### src/rtl/reg_serializer_pkg.sv
// Shared types and constants for the ALU result-register serializer.
package alu_pkg;

    typedef enum logic [1:0] {
        IDLE,
        SHIFT,
        PARITY,
        DONE
    } ser_state_t;

    // Level driven on ser_out when no data bit is on the line.
    localparam logic SER_IDLE_BIT = 1'b0;

endpackage

### src/rtl/reg_serializer_if.sv
// Word-in handshake plus serial-out bundle between the ALU result register and the serializer.
interface reg_serializer_if #(
    parameter int WIDTH = 8
);

    logic             in_valid;
    logic             in_ready;
    logic [WIDTH-1:0] in_data;
    logic             ser_out;
    logic             ser_valid;
    logic             frame_start;
    logic             busy;
    logic             done;

    modport master (
        output in_valid, in_data,
        input  in_ready, ser_out, ser_valid, frame_start, busy, done
    );

    modport slave (
        input  in_valid, in_data,
        output in_ready, ser_out, ser_valid, frame_start, busy, done
    );

endinterface

### src/rtl/reg_serializer_shift_reg_piso.sv
// Single-bit dff cell and the parallel-load, shift-right register built from it.
module dff (
    input  logic clk,
    input  logic rst_n,
    input  logic d,
    output logic q
);

    // NOTE: sequential state uses non-blocking assignment so every flop samples pre-edge values.
    always_ff @(posedge clk or negedge rst_n) begin
        if (!rst_n) q <= 1'b0;
        else        q <= d;
    end

endmodule

module shift_reg_piso
    import alu_pkg::*;
#(
    parameter int WIDTH = 8
) (
    input  logic             clk,
    input  logic             rst_n,
    input  logic             load,
    input  logic             shift,
    input  logic [WIDTH-1:0] d,
    output logic             q0
);

    logic [WIDTH-1:0] q;
    logic [WIDTH-1:0] q_next;

    // NOTE: q_next is defaulted before any branch so no path leaves it unassigned (no latch).
    always_comb begin
        q_next = q;
        if (load)       q_next = d;
        else if (shift) q_next = {SER_IDLE_BIT, q[WIDTH-1:1]};
    end

    for (genvar i = 0; i < WIDTH; i++) begin : g_bit
        dff u_dff (
            .clk  (clk),
            .rst_n(rst_n),
            .d    (q_next[i]),
            .q    (q[i])
        );
    end

    assign q0 = q[0];

endmodule

### src/rtl/reg_serializer.sv
// LSB-first serializer for one WIDTH-bit word per handshake.
// Optional even-parity trailer bit when SERIALIZER_PARITY_EN is defined.
module reg_serializer
    import alu_pkg::*;
#(
    parameter int WIDTH = 8
) (
    input  logic             clk,
    input  logic             rst_n,
    reg_serializer_if.slave  bus
);

    localparam int CNT_W = $clog2(WIDTH + 1);

    ser_state_t       state, state_next;
    logic [CNT_W-1:0] cnt, cnt_next;
    logic             handshake;
    logic             last_bit;
    logic             shift_q0;

    logic in_ready_q, ser_valid_q, frame_start_q, busy_q, done_q;

    assign handshake = bus.in_valid & in_ready_q;
    assign last_bit  = (cnt == CNT_W'(WIDTH - 1));

    always_comb begin
        state_next = state;
        cnt_next   = cnt;
        case (state)
            IDLE: begin
                if (handshake) begin
                    state_next = SHIFT;
                    cnt_next   = '0;
                end
            end
            SHIFT: begin
                if (last_bit) begin
`ifdef SERIALIZER_PARITY_EN
                    state_next = PARITY;
`else
                    state_next = DONE;
`endif
                end else begin
                    cnt_next = cnt + CNT_W'(1);
                end
            end
`ifdef SERIALIZER_PARITY_EN
            PARITY:  state_next = DONE;
`endif
            DONE:    state_next = IDLE;
            default: state_next = IDLE;
        endcase
    end

    always_ff @(posedge clk or negedge rst_n) begin
        if (!rst_n) begin
            state         <= IDLE;
            cnt           <= '0;
            in_ready_q    <= 1'b0;
            ser_valid_q   <= 1'b0;
            frame_start_q <= 1'b0;
            busy_q        <= 1'b0;
            done_q        <= 1'b0;
        end else begin
            state         <= state_next;
            cnt           <= cnt_next;
            in_ready_q    <= (state_next == IDLE);
            ser_valid_q   <= (state_next == SHIFT) || (state_next == PARITY);
            frame_start_q <= handshake;
            busy_q        <= (state_next != IDLE);
            done_q        <= (state_next == DONE);
        end
    end

    // The final SHIFT edge shifts in the idle fill, so q0 is already idle by DONE.
    shift_reg_piso #(.WIDTH(WIDTH)) u_piso (
        .clk  (clk),
        .rst_n(rst_n),
        .load (handshake),
        .shift(state == SHIFT),
        .d    (bus.in_data),
        .q0   (shift_q0)
    );

`ifdef SERIALIZER_PARITY_EN
    logic parity_q;

    always_ff @(posedge clk or negedge rst_n) begin
        if (!rst_n)         parity_q <= 1'b0;
        else if (handshake) parity_q <= ^bus.in_data;
    end

    assign bus.ser_out = (state == PARITY) ? parity_q : shift_q0;
`else
    assign bus.ser_out = shift_q0;
`endif

    assign bus.in_ready    = in_ready_q;
    assign bus.ser_valid   = ser_valid_q;
    assign bus.frame_start = frame_start_q;
    assign bus.busy        = busy_q;
    assign bus.done        = done_q;

endmodule

### src/flat_wrapper.sv
// flat-port wrapper written by rule: the top's interface ports become plain ports
module reg_serializer_flat import alu_pkg::*;
#(
    parameter int WIDTH = 8
)
  (clk, rst_n, bus_in_valid, bus_in_data, bus_in_ready, bus_ser_out, bus_ser_valid, bus_frame_start, bus_busy, bus_done);
  reg_serializer_if #(.WIDTH(WIDTH)) bus_i ();
  input  logic clk;
  input  logic rst_n;
  input wire logic [$bits(bus_i.in_valid)-1:0] bus_in_valid;
  input wire logic [$bits(bus_i.in_data)-1:0] bus_in_data;
  output wire logic [$bits(bus_i.in_ready)-1:0] bus_in_ready;
  output wire logic [$bits(bus_i.ser_out)-1:0] bus_ser_out;
  output wire logic [$bits(bus_i.ser_valid)-1:0] bus_ser_valid;
  output wire logic [$bits(bus_i.frame_start)-1:0] bus_frame_start;
  output wire logic [$bits(bus_i.busy)-1:0] bus_busy;
  output wire logic [$bits(bus_i.done)-1:0] bus_done;
  assign bus_i.in_valid = bus_in_valid;
  assign bus_i.in_data = bus_in_data;
  assign bus_in_ready = bus_i.in_ready;
  assign bus_ser_out = bus_i.ser_out;
  assign bus_ser_valid = bus_i.ser_valid;
  assign bus_frame_start = bus_i.frame_start;
  assign bus_busy = bus_i.busy;
  assign bus_done = bus_i.done;
  reg_serializer #(.WIDTH(WIDTH)) u_core (.clk(clk), .rst_n(rst_n), .bus(bus_i));
endmodule
### config.mk
export PLATFORM = sky130hd
export DESIGN_NAME = reg_serializer_flat
export DESIGN_NICKNAME = d
export VERILOG_FILES = /design/src/rtl/reg_serializer_pkg.sv /design/src/rtl/reg_serializer_if.sv /design/src/rtl/reg_serializer_shift_reg_piso.sv /design/src/rtl/reg_serializer.sv /design/src/flat_wrapper.sv
export SDC_FILE = /design/constraint.sdc
export NUM_CORES = 1
export LEC_CHECK = 0
export CAP_MARGIN = 20
export CORE_UTILIZATION = 53
export DETAILED_ROUTE_END_ITERATION = 10
export PLACE_DENSITY = 0.85
export SYNTH_ARGS = -nofsm -noshare
export SYNTH_HDL_FRONTEND = slang
export SYNTH_SLANG_ARGS = --single-unit
### constraint.sdc
create_clock -name clk -period 2.6 [get_ports clk]
set_input_delay 0.78 -clock clk [delete_from_list [all_inputs] [get_ports clk]]
set_output_delay 0.78 -clock clk [all_outputs]
set_load 0.02 [all_outputs]
==> flow_summary_export.csv <==
group,metric,value,unit
synthesis,synth-edff-count,0,
final_layout,layout-drive-gt1-share,12.8,%
placement,hpwl,1010,microns
placement,post_dp_cell_area,0.00103,sq mm
global_route,grt_pass1_vias,552,
route,drt_wl_total,1410,microns
synthesis,synth-seq-cells,19,
critical_path,startpoint_type,"flop",
clocking,cts_resized,0,
final_layout,final_area,0.00106,sq mm
final_layout,syn_to_final_growth,21.6,%
timing,finalMaxSlewViolations,0,
min_path,hp-class,"flop to flop",
critical_path,rrSetupSlack,1.08,ns
clocking,cts_tree,"yes",
critical_path,cp-startpoint,"u_core.bus.in_ready",
clocking,clkLatencyLatePin,0.29,ns
synthesis,synth_flop_cell,"dfrtp_1",
floorplan,die_x,42.5,microns
clocking,cts_setup_buffers,0,
clocking,clk_pin_slew,0.10,ns
critical_path,slowest_stage,"clkdlybuf4s50_1",
synthesis,synth_fp_nets,91,
clocking,clk_path_buf_depth,2,
timing,layout_min_cycle_time,2.04,ns
critical_path,cp.required,1.82,ns
synthesis,syn_area,871,sq um
clocking,root_buffer,"clkbuf_4",
critical_path,cp_max_fo,2,
critical_path,critPathBufInv,1,
placement,routabilityCongestion,0.797,
timing,rsz0062_at_grt,"no",
pwr,clkPwrFrac,12.2,%
critical_path,crit_path_end,"bus_in_ready",
final_layout,seq_area,475,sq um
floorplan,num_io_pins,17,
synthesis,syn_inst,76,
placement,post-place-ws,0.429,ns
timing,worst_slack,0.555,ns
floorplan,fp.coreArea,0.00152,sq mm
clocking,cts_made_buffers,3,
final_layout,final_core_util,69.5,%
timing,max_freq,489,MHz
critical_path,path_depth,1,
floorplan,row_count,14,
timing,finalHoldViolCount,0,
floorplan,start_util,57.1,%
final_layout,multi_input_area,349,sq um
pwr,power_density,1110,mW/mm^2
synthesis,avgSynthCellArea,11.5,sq um
flow_run,cap_violations,0,
timing,clock_skew,0.000634,ns
global_route,grt_pass1_wl,2460,microns
placement,portBuffers,16,
route,wl_per_cell,12.8,microns
route,viasPerCell,5.25,
timing,fin_setup_tns,0,ns
route,drt_iter0_markers,19,
timing,fin_crit_sh,78.6,%
final_layout,antenna_cells,0,
timing,slew_headroom,81.3,%
clocking,holdBufCountCts,0,
synthesis,synth_warnings,0,
critical_path,cp_slowest_stage_delay,0.61,ns
synthesis,synth-async-reset-ratio,100,%
critical_path,r2r_cells,4,
critical_path,cp_cell_sequence,"clkdlybuf4s50_1",
pwr,p_int,0.000732,W
final_layout,fill_cells,125,
pwr,leakage,0.493,nW
final_layout,final_nets,110,
pwr,pwr-share-seq,43.9,%
pwr,vdd_drop_max,0.694,mV
route,drt_first_pass_iters,4,
synthesis,synth.yosys.seq_area_share,54.6,%
route,ant_nets,0,
route,drcViolationCount,0,
critical_path,critPathTopFamily,"buffers and inverters",
critical_path,worstPathArrival,1.26,ns
critical_path,r2r_start,"u_core.cnt[0]",
status,outcome,"complete, no violations",
critical_path,criticalPathCategory,"flop to output pin",
critical_path,worst_setup_path_end_kind,"output pin",
floorplan,die_y,42.5,microns
timing,setup_viol,0,
route,vias,577,
floorplan,dieArea,0.00181,sq mm
pwr,comb_power_share,43.8,%
global_route,antenna_found_initial,0,
global_route,grt_max_degree,20,
global_route,groute.usage.overall,18.9,%
pwr,switchingPower,0.000441,W
clocking,cts_max_level,1,
pwr,switching_share,37.6,%
timing,worst_pin_slew,0.280,ns
synthesis,yosysUniqueCellTypes,25,
clocking,cts_sinks,19,
global_route,grt_overflow,0,
critical_path,reg2reg_to,"u_core.bus.ser_valid",
## layout by cell type (no fill, tap or decap), types with 2 or more instances in the layout
| cell type | synthesis | layout |
|---|---|---|
| dfrtp_1 | 19 | 19 |
| clkdlybuf4s50_1 | 0 | 16 |
| nand2_1 | 12 | 12 |
| o21ai_1 | 8 | 8 |
| mux2i_1 | 7 | 7 |
| ha_1 | 4 | 4 |
| inv_1 | 3 | 3 |
| nor2_1 | 3 | 3 |
| clkbuf_4 | 0 | 3 |
| inv_2 | 2 | 2 |
## Yosys cell counts (2+ instances only)
| cell | instances | area share [%] |
|---|---|---|
| o21ai_1 | 8 | 4.6 |
| inv_1 | 3 | 1.3 |
| mux2i_1 | 7 | 8.0 |
| ha_1 | 4 | 5.7 |
| buf_6 | 2 | 2.6 |
| inv_2 | 2 | 0.86 |
| dfrtp_1 | 19 | 55 |
| nand2_1 | 12 | 5.2 |
| nor2_1 | 3 | 1.3 |
## area by class of cell
cell class	count	share of cell area, %
clock buffers	3	2.13
inverters	5	1.77
repair buffers	17	15.8
well taps	16	1.89
flip-flops and latches	19	44.9
multi-input cells	49	33.0
clock inverters	1	0.473
## kinds of logic after synthesis
logic type,Yosys count,share of synthesized area (%)
AO/OA/AOI/OAI,15,10.6
adder cells (fa/ha/maj),4,5.75
buffers and inverters,8,5.32
flip-flops,19,54.6
multiplexers,8,9.77
AND/OR/NAND/NOR,22,13.9
## power groups by stage
stage	combinational (W)	clock [W]	sequential, W
after floorplan	0.000374	0	0.000533
after global placement	0.000500	0	0.000515
after detailed placement	0.000514	0	0.000521
after CTS	0.000524	0.000147	0.000515
after global routing	0.000572	0.000160	0.000535
final	0.000514	0.000143	0.000516
## worst min path at each step
stage / startpoint / endpoint / slack (ns) / cells after the start
finish: u_core.u_piso.g_bit[7].u_dff.q / u_core.u_piso.g_bit[7].u_dff.q / 0.53 / 2
global route: u_core.u_piso.g_bit[7].u_dff.q / u_core.u_piso.g_bit[7].u_dff.q / 0.56 / 2
CTS: u_core.u_piso.g_bit[7].u_dff.q / u_core.u_piso.g_bit[7].u_dff.q / 0.54 / 2
detailed placement: u_core.u_piso.g_bit[7].u_dff.q / u_core.u_piso.g_bit[7].u_dff.q / 0.52 / 2
global placement: u_core.u_piso.g_bit[7].u_dff.q / u_core.u_piso.g_bit[7].u_dff.q / 0.51 / 2
floorplan: rst_n / u_core.bus.busy / 0.48 / 0
## per-layer routing
metal	routed length [microns]	global-route usage, %	vias to the layer above
li1	-	-	296
met1	653	25.0	273
met2	692	29.2	6
met4	18	9.38	0
met5	0	0	-
met3	42	4.31	2
## state kept, by name (all words and copies together) (netlist names)
signal and cells:
u_core.bus.done 1, u_core.cnt 4, u_core.bus.ser_valid 1, u_core.bus.busy 1, u_core.state 2, u_core.u_piso.g_bit.u_dff.q 8
u_core.bus.frame_start 1, u_core.bus.in_ready 1
## per-stage QoR
step,cells,hold slack (ns),power [W]
6_report,110,0.530,0.00117
5_1_grt,110,0.563,0.00127
4_1_cts,110,0.536,0.00119
3_5_place_dp,106,0.522,0.00104
3_3_place_gp,106,0.514,0.00102
2_1_floorplan,76,0.484,0.000907
Note: power is estimated with default switching activity, not from simulation.
